## config.mk

```make
export PLATFORM = sky130hd
export DESIGN_NAME = uart_core
export DESIGN_NICKNAME = d
export VERILOG_FILES = /design/src/rtl/uart_core_pkg.sv /design/src/rtl/uart_baud_gen.sv /design/src/rtl/uart_rx.sv /design/src/rtl/uart_tx.sv /design/src/rtl/uart_core.sv
export SDC_FILE = /design/constraint.sdc
export NUM_CORES = 1
export LEC_CHECK = 0
export BUFFER_PORTS_ARGS = -buffer_cell sky130_fd_sc_hd__buf_2
export CORE_MARGIN = 2
export CORE_UTILIZATION = 60
export CTS_BUF_LIST = sky130_fd_sc_hd__clkbuf_8
export CTS_CLUSTER_DIAMETER = 40
export DETAILED_ROUTE_END_ITERATION = 10
export GPL_TIMING_DRIVEN = 0
export PLACE_DENSITY = 0.8
export SYNTH_ARGS = -nofsm -noshare
export SYNTH_HDL_FRONTEND = slang
export SYNTH_HIERARCHICAL = 1
export SYNTH_SLANG_ARGS = --single-unit
```

## constraint.sdc

```tcl
create_clock -name i_clock -period 2.9 [get_ports i_clock]
set_clock_uncertainty 0.1 [all_clocks]
set_input_delay 0.87 -clock i_clock [delete_from_list [all_inputs] [get_ports i_clock]]
set_output_delay 0.87 -clock i_clock [all_outputs]
set_load 0.01 [all_outputs]
```

## src/rtl/uart_core_pkg.sv

```systemverilog
// Shared UART types and default timing constants.
package uart_core_pkg;

  typedef enum logic [1:0] {TX_IDLE, TX_START, TX_DATA, TX_STOP} tx_state_e;
  typedef enum logic [1:0] {RX_IDLE, RX_START, RX_DATA, RX_STOP} rx_state_e;

  localparam int unsigned UART_CLK_FREQ    = 5000000;
  localparam int unsigned UART_BAUD_RATE   = 9600;
  localparam int unsigned UART_OVERSAMPLE  = 16;
  localparam int unsigned UART_DATA_BITS   = 8;
  localparam int unsigned UART_RX_MID_TICK = 7;

  // Rounded clocks-per-tick divisor.
  function automatic int unsigned div_round(input int unsigned clk_hz,
                                            input int unsigned baud,
                                            input int unsigned os);
    return (clk_hz + (baud * os) / 2) / (baud * os);
  endfunction

  localparam int unsigned UART_DIV =
    div_round(UART_CLK_FREQ, UART_BAUD_RATE, UART_OVERSAMPLE);

endpackage

```

## src/rtl/uart_baud_gen.sv

```systemverilog
// Free-running oversample tick divider shared by TX and RX.
module uart_baud_gen
  import uart_core_pkg::*;
#(
  parameter int unsigned DIV = UART_DIV
) (
  input  logic i_clock,
  input  logic i_reset,
  output logic o_tick
);

  localparam int unsigned CW = (DIV > 1) ? $clog2(DIV) : 1;

  logic [CW-1:0] cnt_q, cnt_d;

  always_comb begin
    cnt_d = (cnt_q == CW'(DIV - 1)) ? '0 : cnt_q + CW'(1);
  end

  always_ff @(posedge i_clock or posedge i_reset) begin
    if (i_reset) begin
      cnt_q <= '0;
    end else begin
      cnt_q <= cnt_d;
    end
  end

  assign o_tick = (cnt_q == CW'(DIV - 1));

endmodule

```

## src/rtl/uart_rx.sv

```systemverilog
// 8N1 receiver with 2-flop input synchronizer and mid-start glitch rejection.
module uart_rx
  import uart_core_pkg::*;
#(
  parameter int unsigned OVERSAMPLE = UART_OVERSAMPLE,
  parameter int unsigned DATA_BITS  = UART_DATA_BITS
) (
  input  logic                 i_clock,
  input  logic                 i_reset,
  input  logic                 i_tick,
  input  logic                 i_rx_data_input,
  output logic                 o_done_bit_rx,
  output logic [DATA_BITS-1:0] o_data_byte
);

  localparam int unsigned TW = $clog2(OVERSAMPLE);
  localparam int unsigned BW = $clog2(DATA_BITS);

  rx_state_e            state_q;
  logic [1:0]           sync_q;
  logic [TW-1:0]        tick_q;
  logic [BW-1:0]        bit_q;
  logic [DATA_BITS-1:0] shift_q;
  logic [DATA_BITS-1:0] data_q;
  logic                 done_q;
  logic                 rx_s;

  assign rx_s = sync_q[1];

  always_ff @(posedge i_clock or posedge i_reset) begin
    if (i_reset) begin
      state_q <= RX_IDLE;
      sync_q  <= '1;
      tick_q  <= '0;
      bit_q   <= '0;
      shift_q <= '0;
      data_q  <= '0;
      done_q  <= 1'b0;
    end else begin
      sync_q <= {sync_q[0], i_rx_data_input};
      done_q <= 1'b0;
      case (state_q)
        RX_IDLE: begin
          if (!rx_s) begin
            tick_q  <= '0;
            state_q <= RX_START;
          end
        end
        RX_START: begin
          if (i_tick) begin
            if (tick_q == TW'(UART_RX_MID_TICK - 1)) begin
              tick_q  <= '0;
              bit_q   <= '0;
              state_q <= rx_s ? RX_IDLE : RX_DATA;
            end else begin
              tick_q <= tick_q + TW'(1);
            end
          end
        end
        RX_DATA: begin
          if (i_tick) begin
            if (tick_q == TW'(OVERSAMPLE - 1)) begin
              tick_q  <= '0;
              shift_q <= {rx_s, shift_q[DATA_BITS-1:1]};
              bit_q   <= bit_q + BW'(1);
              if (bit_q == BW'(DATA_BITS - 1)) begin
                state_q <= RX_STOP;
              end
            end else begin
              tick_q <= tick_q + TW'(1);
            end
          end
        end
        RX_STOP: begin
          // Stop level is not checked; a low stop bit still delivers the byte.
          if (i_tick) begin
            if (tick_q == TW'(OVERSAMPLE - 1)) begin
              tick_q  <= '0;
              data_q  <= shift_q;
              done_q  <= 1'b1;
              state_q <= RX_IDLE;
            end else begin
              tick_q <= tick_q + TW'(1);
            end
          end
        end
        default: state_q <= RX_IDLE;
      endcase
    end
  end

  assign o_done_bit_rx = done_q;
  assign o_data_byte   = data_q;

endmodule

```

## src/rtl/uart_tx.sv

```systemverilog
// 8N1 transmitter; each bit is held for OVERSAMPLE ticks.
module uart_tx
  import uart_core_pkg::*;
#(
  parameter int unsigned OVERSAMPLE = UART_OVERSAMPLE,
  parameter int unsigned DATA_BITS  = UART_DATA_BITS
) (
  input  logic                 i_clock,
  input  logic                 i_reset,
  input  logic                 i_tick,
  input  logic                 i_tx_signal,
  input  logic [DATA_BITS-1:0] i_data_byte,
  output logic                 o_tx_data,
  output logic                 o_done_bit_tx
);

  localparam int unsigned TW = $clog2(OVERSAMPLE);
  localparam int unsigned BW = $clog2(DATA_BITS);

  tx_state_e            state_q;
  logic [TW-1:0]        tick_q;
  logic [BW-1:0]        bit_q;
  logic [DATA_BITS-1:0] shift_q;
  logic                 tx_q;
  logic                 done_q;

  always_ff @(posedge i_clock or posedge i_reset) begin
    if (i_reset) begin
      state_q <= TX_IDLE;
      tick_q  <= '0;
      bit_q   <= '0;
      shift_q <= '0;
      tx_q    <= 1'b1;
      done_q  <= 1'b0;
    end else begin
      done_q <= 1'b0;
      case (state_q)
        TX_IDLE: begin
          tx_q <= 1'b1;
          if (i_tx_signal) begin
            shift_q <= i_data_byte;
            tick_q  <= '0;
            bit_q   <= '0;
            tx_q    <= 1'b0;
            state_q <= TX_START;
          end
        end
        TX_START: begin
          if (i_tick) begin
            if (tick_q == TW'(OVERSAMPLE - 1)) begin
              tick_q  <= '0;
              tx_q    <= shift_q[0];
              state_q <= TX_DATA;
            end else begin
              tick_q <= tick_q + TW'(1);
            end
          end
        end
        TX_DATA: begin
          if (i_tick) begin
            if (tick_q == TW'(OVERSAMPLE - 1)) begin
              tick_q <= '0;
              if (bit_q == BW'(DATA_BITS - 1)) begin
                tx_q    <= 1'b1;
                state_q <= TX_STOP;
              end else begin
                // Next bit is taken from the pre-shift value so it lands on the line now.
                bit_q   <= bit_q + BW'(1);
                shift_q <= shift_q >> 1;
                tx_q    <= shift_q[1];
              end
            end else begin
              tick_q <= tick_q + TW'(1);
            end
          end
        end
        TX_STOP: begin
          tx_q <= 1'b1;
          if (i_tick) begin
            if (tick_q == TW'(OVERSAMPLE - 1)) begin
              tick_q  <= '0;
              done_q  <= 1'b1;
              state_q <= TX_IDLE;
            end else begin
              tick_q <= tick_q + TW'(1);
            end
          end
        end
        default: state_q <= TX_IDLE;
      endcase
    end
  end

  assign o_tx_data     = tx_q;
  assign o_done_bit_tx = done_q;

endmodule

```

## src/rtl/uart_core.sv

```systemverilog
// UART top: baud tick generator shared by independent TX and RX engines.
module uart_core
  import uart_core_pkg::*;
#(
  parameter int unsigned CLK_FREQ   = UART_CLK_FREQ,
  parameter int unsigned BAUD_RATE  = UART_BAUD_RATE,
  parameter int unsigned OVERSAMPLE = UART_OVERSAMPLE,
  parameter int unsigned DATA_BITS  = UART_DATA_BITS
) (
  input  logic       i_clock,
  input  logic       i_reset,
  input  logic       i_tx_signal,
  input  logic [7:0] i_data_byte,
  input  logic       i_rx_data_input,
  output logic       o_tick,
  output logic       o_tx_data,
  output logic       o_done_bit_tx,
  output logic       o_done_bit_rx,
  output logic [7:0] o_data_byte
);

  localparam int unsigned DIV = div_round(CLK_FREQ, BAUD_RATE, OVERSAMPLE);

  logic tick;

  uart_baud_gen #(
    .DIV(DIV)
  ) u_baud (
    .i_clock (i_clock),
    .i_reset (i_reset),
    .o_tick  (tick)
  );

  uart_tx #(
    .OVERSAMPLE(OVERSAMPLE),
    .DATA_BITS (DATA_BITS)
  ) u_tx (
    .i_clock       (i_clock),
    .i_reset       (i_reset),
    .i_tick        (tick),
    .i_tx_signal   (i_tx_signal),
    .i_data_byte   (i_data_byte),
    .o_tx_data     (o_tx_data),
    .o_done_bit_tx (o_done_bit_tx)
  );

  uart_rx #(
    .OVERSAMPLE(OVERSAMPLE),
    .DATA_BITS (DATA_BITS)
  ) u_rx (
    .i_clock         (i_clock),
    .i_reset         (i_reset),
    .i_tick          (tick),
    .i_rx_data_input (i_rx_data_input),
    .o_done_bit_rx   (o_done_bit_rx),
    .o_data_byte     (o_data_byte)
  );

  assign o_tick = tick;

endmodule

```

* Word level (Yosys, flattened, before mapping)
Cells that the tools add are included.
** Word-level totals
- Bits in registers :: 53
- Bits of input ports :: 12
- Word-level logic and storage cells :: 123
** Cells by class
- Add/subtract/negate cells :: 5
- Equality and inequality tests :: 31
- Muxes and demuxes :: 58
- Reduce and logical (&&, ||, !) cells :: 15
** Operators by type and width (count)
- 2-bit two-way mux :: 17
- 4-bit two-way mux :: 8
- 8-bit two-way mux :: 4
- 3-bit two-way mux :: 8
- 2-bit by 1-bit != test with 1-bit output, second input constant :: 10
- 2-bit != test, second input constant :: 9
- 2-bit case mux with 4 select lines :: 2
- 8-bit case mux with 2 select lines :: 1
- 8-bit AND reduction :: 2
- 1-bit two-way mux :: 12
- 3-bit case mux with 2 select lines :: 2
- 4-bit case mux with 3 select lines :: 1
- 5-bit AND reduction :: 2
- 3-bit AND reduction :: 3
- 4-bit by 1-bit adder with 4-bit output, second input constant :: 2
- 2-bit == test, second input constant :: 4
- 4-bit == test, second input constant :: 2
- 4-bit case mux with 2 select lines :: 1
- 3-bit by 1-bit adder with 3-bit output, second input constant :: 2
- 6-bit by 1-bit adder with 6-bit output, second input constant :: 1
- 3-bit == test, second input constant :: 2
- 6-bit == test, second input constant :: 1
- 6-bit two-way mux :: 1
- 2-bit by 1-bit == test with 1-bit output, second input constant :: 2
- 8 further kinds :: 10

* Logic depth before layout (Yosys ltp)
Gate-level depths: netlist of the first run.
- Word-level depth :: 5
- Gate-level depth with buffers :: 9
- Mapped depth without buffers :: 8

* By module
Netlist of the first run, hierarchy kept.
** By module, submodules not included
- uart_rx :: instances 1, cells each 95, area an instance 1228.7 µm², seq. area each 703.2 µm²
- uart_tx :: instances 1, cells each 106, area an instance 1094.8 µm², seq. area each 476.7 µm²
- uart_baud_gen :: instances 1, cells each 25, area an instance 282.8 µm², seq. area each 150.1 µm²

* Worst setup path before layout of the first run
No wires, ideal clock.
- Kind :: flip-flop to flip-flop
- From :: register u_baud.cnt_q[0]
- To :: register u_tx.bit_q[2]
- Library setup time :: 0.121 ns
- Data arrival time :: 2.461 ns
- Data required time :: 2.679 ns
- Path slack :: 0.218 ns
- Stages on the path, launching flop included :: 10
- Buffers on the path :: 1
- Path through :: dfrtp_1 inv_1 ha_1 or3b_4 nor3b_2 and3b_4 o21a_1 buf_4 o21ai_2 a22o_1
** On the way
- Longest elaborated chain between the ends :: 3
** Ends and longest elaborated chain
- start, declared :: RTL line uart_baud_gen.sv:14 : logic [CW-1:0] cnt_q, cnt_d;
- start signal, assigned :: RTL line uart_baud_gen.sv:24 : cnt_q <= cnt_d;
- 6-bit == test :: RTL line uart_baud_gen.sv:28 : assign o_tick = (cnt_q == CW'(DIV - 1));
- via o_tick :: RTL line uart_core.sv:15 : output logic o_tick,
- 2-bit != test (no source line)
- 5-bit AND reduction (no source line)
- end signal, assigned :: RTL line uart_tx.sv:68 : bit_q <= bit_q + BW'(1);
- end, declared :: RTL line uart_tx.sv:22 : logic [BW-1:0] bit_q;
The timed path passes the listed nets, and every way through them passes these cells.
A chain may end at the register's enable or synchronous reset.

* Worst setup path in the final report of the first run
- From :: register u_baud.cnt_q[0]
- To :: output o_tick
** On the way
- Longest elaborated chain between the ends :: 1
** Ends and longest elaborated chain (RTL line)
- 6-bit == test :: uart_baud_gen.sv:28
- end, declared :: uart_core.sv:15
No other way between the ends.

==> metrics, run 1 <==
FF+latch count, synth 53; Slew Limit Fails 0; Syn Inst Count 226; # IOs 24; critical path class flip-flop to output port; routability cong. 0.806; die width 69.9 µm; hold endpoint u_rx/sync_q[1]$_DFF_PP1_; Syn. warnings 6; first-iteration detailed-routing DRC count 103; largest family of logic cells by synthesized area compound AO/OA/AOI/OAI gates; Post-synth EDFFs 0; # Max-Cap Violations 0; reg2reg path depth 9; maximum VDD drop 0.309 mV; Worst Path Arrival 1.71 ns; TritonCTS clock tree built; crit path cell chain inv_1 > ha_1 > or3b_4 > nor3b_4 > buf_2; LEAKAGE 1.44 nW; fmax 373 MHz; Cell Pwr Density 416 nW/µm²; Clock Sinks 53; R2R Path Start u_baud/cnt_q[0]$_DFF_PP0_; CP bufs+invs 2; post-synthesis mux area share 0.0869; Final Util 0.709; Global Route Usage Sum 0.205; area leader, netlist dfrtp_1; Max-slew headroom 0.330; Rows 23; hold_ws 0.262 ns; Critical Path Slowest Stage Cell dfrtp_1; DPL Wire Length 3110 µm; htree depth 2; n_diodes 0; adder-cell area share of the yosys netlist 0.0672; global-route wire length before repair 8040 µm; clock buffer count from CTS 5; Post-DRT Antenna Nets 0; Worst setup SP type flip-flop; Tmin final 2.68 ns; setup violators final 0; 1st-pass router iterations 4; commonest non-fill, non-tap cell in the layout dfrtp_1; unrepaired setup endpoints after global routing false; ranking of synthesized cells by area dfrtp_1 48%, ha_1 6.7%, mux2_2 3.9%, mux2_1 3.5%, dfstp_2 3.0%; post-synthesis compound-gate area fraction 0.151; Crit path largest cell delay 0.43 ns; Synth Cell Area 2610 µm²; Max clock buf depth 2; via count 1781; # DRC 0; reg-to-reg critical path endpoint u_rx/shift_q[3]$_DFFE_PP0P_; element type at the critical path end output port; layout cells sized above 1 0.267; Hold Vio Cnt, Final 0; status finished clean; WP depth 5; period utilisation layout 0.924; WL final 4370 µm; vias per cell 5.78; post-synthesis cell type count 57; initial core utilization 0.638; initial antenna violation count 0; Synth Area per Inst 11.5 µm²; grt ovf 0; Async SR Flop Fraction 1.00; crit path from u_baud/cnt_q[0]$_DFF_PP0_; # port buffers 23; DIE HEIGHT 69.9 µm; Req. time, crit path 1.93 ns; post-synthesis xor/xnor area fraction 0.0101; Setup TNS Final 0 ns; Total Nets Final 283; vias in the first global route 1797; worst-margin pin slew 1.00 ns; Most used DFF post-synth dfrtp_1; largest net degree at the start of global routing 29; Top Family by Delay on Critical Path simple AND/OR/NAND/NOR gates; clk_lat worst skew 0.31 ns; Yosys top cell area share 0.480; cell count of the worst hold path 0; Hold Startpoint u_rx/sync_q[0]$_DFF_PP1_; r2r setup slk 0.37 ns; Core Box Area 4090 µm²; Clock Pin Slew Worst Setup and Hold Paths 0.10 ns; crit-path max FO 5; Avg WL per Cell 14.2 µm; Post-Synth Simple-Gate Area 0.133; Area Overhead vs Synth 11.1%; commonest non-fill, non-tap cells in the layout 50 x dfrtp_1, 26 x buf_2, 14 x inv_1, 14 x ha_1, 12 x nand2_1; register area share after synthesis 0.510; die area 4890 µm²; Syn Nets 252; clk root buf clkbuf_8; worst min-delay path category flip-flop to flip-flop
==> worst max path at each step <==
stage / end
global route: o_tick
floorplan: u_tx/bit_q[2]$_DFFE_PP0P_
detailed placement: o_tick
global placement: o_tick
finish: o_tick
CTS: o_tick
==> state kept, by name, indices dropped and copies added (netlist names), 2 cells and up, named ones only <==
register / count
u_baud/cnt_q: 6
u_tx/bit_q: 3
u_tx/state_q: 2
u_rx/shift_q: 8
u_rx/o_data_byte: 8
u_rx/sync_q: 2
u_tx/tick_q: 4
u_rx/tick_q: 4
u_rx/bit_q: 3
u_tx/shift_q: 8
==> final cells by class <==
type | instances | area (µm²)
Inverter | 15 | 56.3
Fill cell | 299 | 1190
Sequential cell | 53 | 1330
Timing Repair Buffer | 24 | 123
Clock inverter | 3 | 28.8
Tap cell | 50 | 62.6
Multi-Input combinational cell | 150 | 1170
Clock buffer | 5 | 68.8
Buffer | 8 | 52.6
==> what timing repair did <==
item / 4_1_cts / 5_1_grt
endpoints found under the setup margin: 22 / 0
buffers inserted: 1 / 0
endpoints found under the hold margin: 0 / 0
hold buffers: 0 / 0
gates resized for setup: 1 / 0
==> through the flow <==
step | worst slack (ns) | total power, mW | area [µm²] | std cells
2_1_floorplan | 0.218 | 0.769 | 2610 | 226
3_3_place_gp | -0.104 | 0.782 | 2780 | 299
3_5_place_dp | -0.141 | 0.782 | 2780 | 299
4_1_cts | 0.166 | 1.22 | 2900 | 308
5_1_grt | 0.103 | 1.25 | 2900 | 308
6_report | 0.219 | 1.20 | 2900 | 308
==> per-layer routing <==
layer	wire, µm	track usage
met5	0	0
met2	2120	0.331
met1	2060	0.276
met4	74	0.0769
met3	117	0.0404
==> cell usage after synthesis, drive strengths merged, types with 2 or more instances <==
cell type / count
nor2: 11
xnor2: 3
o31ai: 2
dfstp: 3
o21a: 2
a21boi: 2
o22ai: 11
buf: 7
nor3: 4
mux2i: 2
o21ai: 14
inv: 14
or4: 2
mux2: 18
nand3: 10
or3b: 2
a21oi: 7
nand2: 12
a21o: 2
a2bb2oi: 3
dfrtp: 50
and3: 2
ha: 14
nand4: 7
==> kinds of logic (layout without fill, tap and decap cells) <==
kind of cell | count (synthesis) | count (layout)
adders and majority gates | 14 | 14
DFF | 53 | 53
and+or+nand+nor | 58 | 58
AOI/OAI and AO/OA | 55 | 55
muxes | 20 | 20
buffers and inverters | 23 | 55
xor gates and xnor gates | 3 | 3
==> power by group <==
part | leakage [nW] | switching (mW) | internal [mW] | total (mW)
sequential | 0.695 | 0.00101 | 0.741 | 0.742
combinational | 0.693 | 0.0176 | 0.00679 | 0.0244
clock | 0.0506 | 0.257 | 0.181 | 0.437
total | 1.44 | 0.275 | 0.929 | 1.20
Note: power is estimated with default switching activity, not from simulation.
==> run 2: changes to the inputs <==
- CORE_MARGIN: 2 -> default
==> run 2 against run 1 <==
  * Register-to-register slack worse by 0.05 ns
  * Sequential power about the same
  * Fmax down 0.72%
  * Die area down 5.6%
  * Final cell count unchanged
  * Routed wire length up 2.0%
  * Worst hold slack better by 0.0022 ns
  * Global-route usage up 1.1 points
  * Critical path type unchanged
==> metrics, run 2 (same netlist as run 1, synthesis figures left out) <==
Clock Pin Slew Worst Setup and Hold Paths 0.08 ns (was 0.10 ns); Avg WL per Cell 14.5 µm (was 14.2 µm); clk root buf clkbuf_8 (unchanged); 1st-pass router iterations 4 (unchanged); unrepaired setup endpoints after global routing false (unchanged); TritonCTS clock tree built (unchanged); Area Overhead vs Synth 11.0% (was 11.1%); DPL Wire Length 3050 µm (was 3110 µm); initial core utilization 0.638 (unchanged); Post-DRT Antenna Nets 0 (unchanged); Core Box Area 4090 µm² (unchanged); Hold Startpoint u_rx/sync_q[0]$_DFF_PP1_ (unchanged); Global Route Usage Sum 0.216 (was 0.205); die width 67.9 µm (was 69.9 µm); fmax 370 MHz (was 373 MHz); worst-margin pin slew 0.998 ns (was 1.00 ns); crit path from u_baud/cnt_q[0]$_DFF_PP0_ (unchanged); Cell Pwr Density 413 nW/µm² (was 416 nW/µm²); Hold Vio Cnt, Final 0 (unchanged); via count 1800 (was 1781); vias per cell 5.84 (was 5.78); first-iteration detailed-routing DRC count 91 (was 103); critical path class flip-flop to output port (unchanged); element type at the critical path end output port (unchanged); Final Cell Area 2890 µm² (was 2900 µm²); commonest non-fill, non-tap cells in the layout 50 x dfrtp_1, 26 x buf_2, 14 x inv_1, 14 x ha_1, 12 x nand2_1 (unchanged); Max-slew headroom 0.334 (was 0.330); n_diodes 0 (unchanged); r2r setup slk 0.32 ns (was 0.37 ns); Final Util 0.708 (was 0.709); Worst setup SP type flip-flop (unchanged); LEAKAGE 1.44 nW (about the same); # port buffers 23 (unchanged); WL final 4450 µm (was 4370 µm); Area after DPL 2780 µm² (unchanged); crit path cell chain inv_1 > ha_1 > or3b_4 > nor3b_4 > buf_2 (unchanged); Critical Path Slowest Stage Cell dfrtp_1 (unchanged); clk_lat worst skew 0.30 ns (was 0.31 ns); commonest non-fill, non-tap cell in the layout dfrtp_1 (unchanged); worst setup margin 0.200 ns (was 0.219 ns); grt ovf 0 (unchanged); Clock Sinks 53 (unchanged); hold_buf cts 0 (unchanged); setup violators final 0 (unchanged); Tot Pwr 1.20 mW (about the same); Slew Limit Fails 0 (unchanged); die area 4610 µm² (was 4890 µm²); Max clock buf depth 2 (unchanged); htree depth 2 (unchanged); largest net degree at the start of global routing 29 (unchanged); global-route wire length before repair 7270 µm (was 8040 µm); Clock power frac 0.359 (was 0.363); # Max-Cap Violations 0 (unchanged); vias in the first global route 1557 (was 1797); # DRC 0 (unchanged); Tmin final 2.70 ns (was 2.68 ns); clock buffer count from CTS 5 (unchanged); Place WS -0.115 ns (was -0.141 ns); Worst Path Arrival 1.73 ns (was 1.71 ns); Crit path largest cell delay 0.43 ns (about the same); NetSw 0.253 mW (was 0.275 mW); Net Sw Frac 0.212 (was 0.229); Setup TNS Final 0 ns (unchanged); status finished clean (unchanged); DIE HEIGHT 67.9 µm (was 69.9 µm); Pint 0.942 mW (was 0.929 mW); worst min-delay path category flip-flop to flip-flop (unchanged); layout cells sized above 1 0.267 (unchanged); Flop pwr share 0.621 (was 0.616); Rows 23 (unchanged); combinational share of power 0.020 (about the same); Total Nets Final 283 (unchanged); routability cong. 0.806 (unchanged); period utilisation layout 0.931 (was 0.924); maximum VDD drop 0.283 mV (was 0.309 mV); Req. time, crit path 1.93 ns (about the same); # IOs 24 (unchanged); initial antenna violation count 0 (unchanged); crit-path max FO 5 (unchanged); R2R Path Start u_baud/cnt_q[0]$_DFF_PP0_ (unchanged)
## run 2: changes by cell type in the layout (fill, tap and decap cells not counted), sizes merged
cell    before  now
inv         16   14
clkbuf       6    7
clkinv       2    3
## run 2: power by group through the flow
stage	Sequential, mW	Combinational [mW]	Clock, mW
4_1_cts	0.742	0.0260	0.447
3_5_place_dp	0.757	0.0259	0
3_3_place_gp	0.757	0.0255	0
2_1_floorplan	0.756	0.0131	0
6_report	0.742	0.0244	0.429
5_1_grt	0.742	0.0288	0.470
## run 2: timing repair
| item | 4_1_cts | 5_1_grt |
|---|---|---|
| endpoints found under the setup margin | 17 | 0 |
| resized for setup | 1 | 0 |
| setup buffers | 1 | 0 |
## run 2: critical path, delay by kind of cell, from the launching register on
family	cells	cell delay, ns
buffers and inverters	2	0.25
and+or+nand+nor	2	0.62
adders and majority gates	1	0.14
DFF	1	0.43
## run 2: path summary, 6_finish.rpt
check	to	depth (start not counted)
setup / recovery	o_tick	5
hold / removal	u_rx/sync_q[1]$_DFF_PP1_	0
setup reg to reg	u_rx/shift_q[3]$_DFFE_PP0P_	9
hold reg to reg	u_rx/sync_q[1]$_DFF_PP1_	0
max in group asynchronous	u_rx/tick_q[1]$_DFFE_PP0P_	2
min in group asynchronous	u_baud/cnt_q[4]$_DFF_PP0_	2
## run 2: cell type report
| cell class | instances | area, µm² |
|---|---|---|
| plain buffers | 8 | 52.6 |
| clock buffers | 6 | 82.6 |
| clock inverters | 2 | 13.8 |
| fillers | 295 | 1190 |
| inverters | 15 | 56.3 |
| multi-input cells | 150 | 1170 |
| flip-flops and latches | 53 | 1330 |
| well taps | 50 | 62.6 |
| repair buffers | 24 | 123 |
## run 2: stage by stage
stage	cells	hold WS (ns)
final	308	0.264
after floorplan	226	0.245
after global placement	299	0.249
after CTS	308	0.267
after global routing	308	0.267
after detailed placement	299	0.254
## run 2: routing by layer
layer | track usage | share of wire | vias to the layer above
met3 | 0.0450 | 0.023 | 4
li1 | - | - | 895
met4 | 0.0781 | 0.011 | 0
met5 | 0 | 0 | -
met2 | 0.343 | 0.48 | 24
met1 | 0.293 | 0.49 | 877
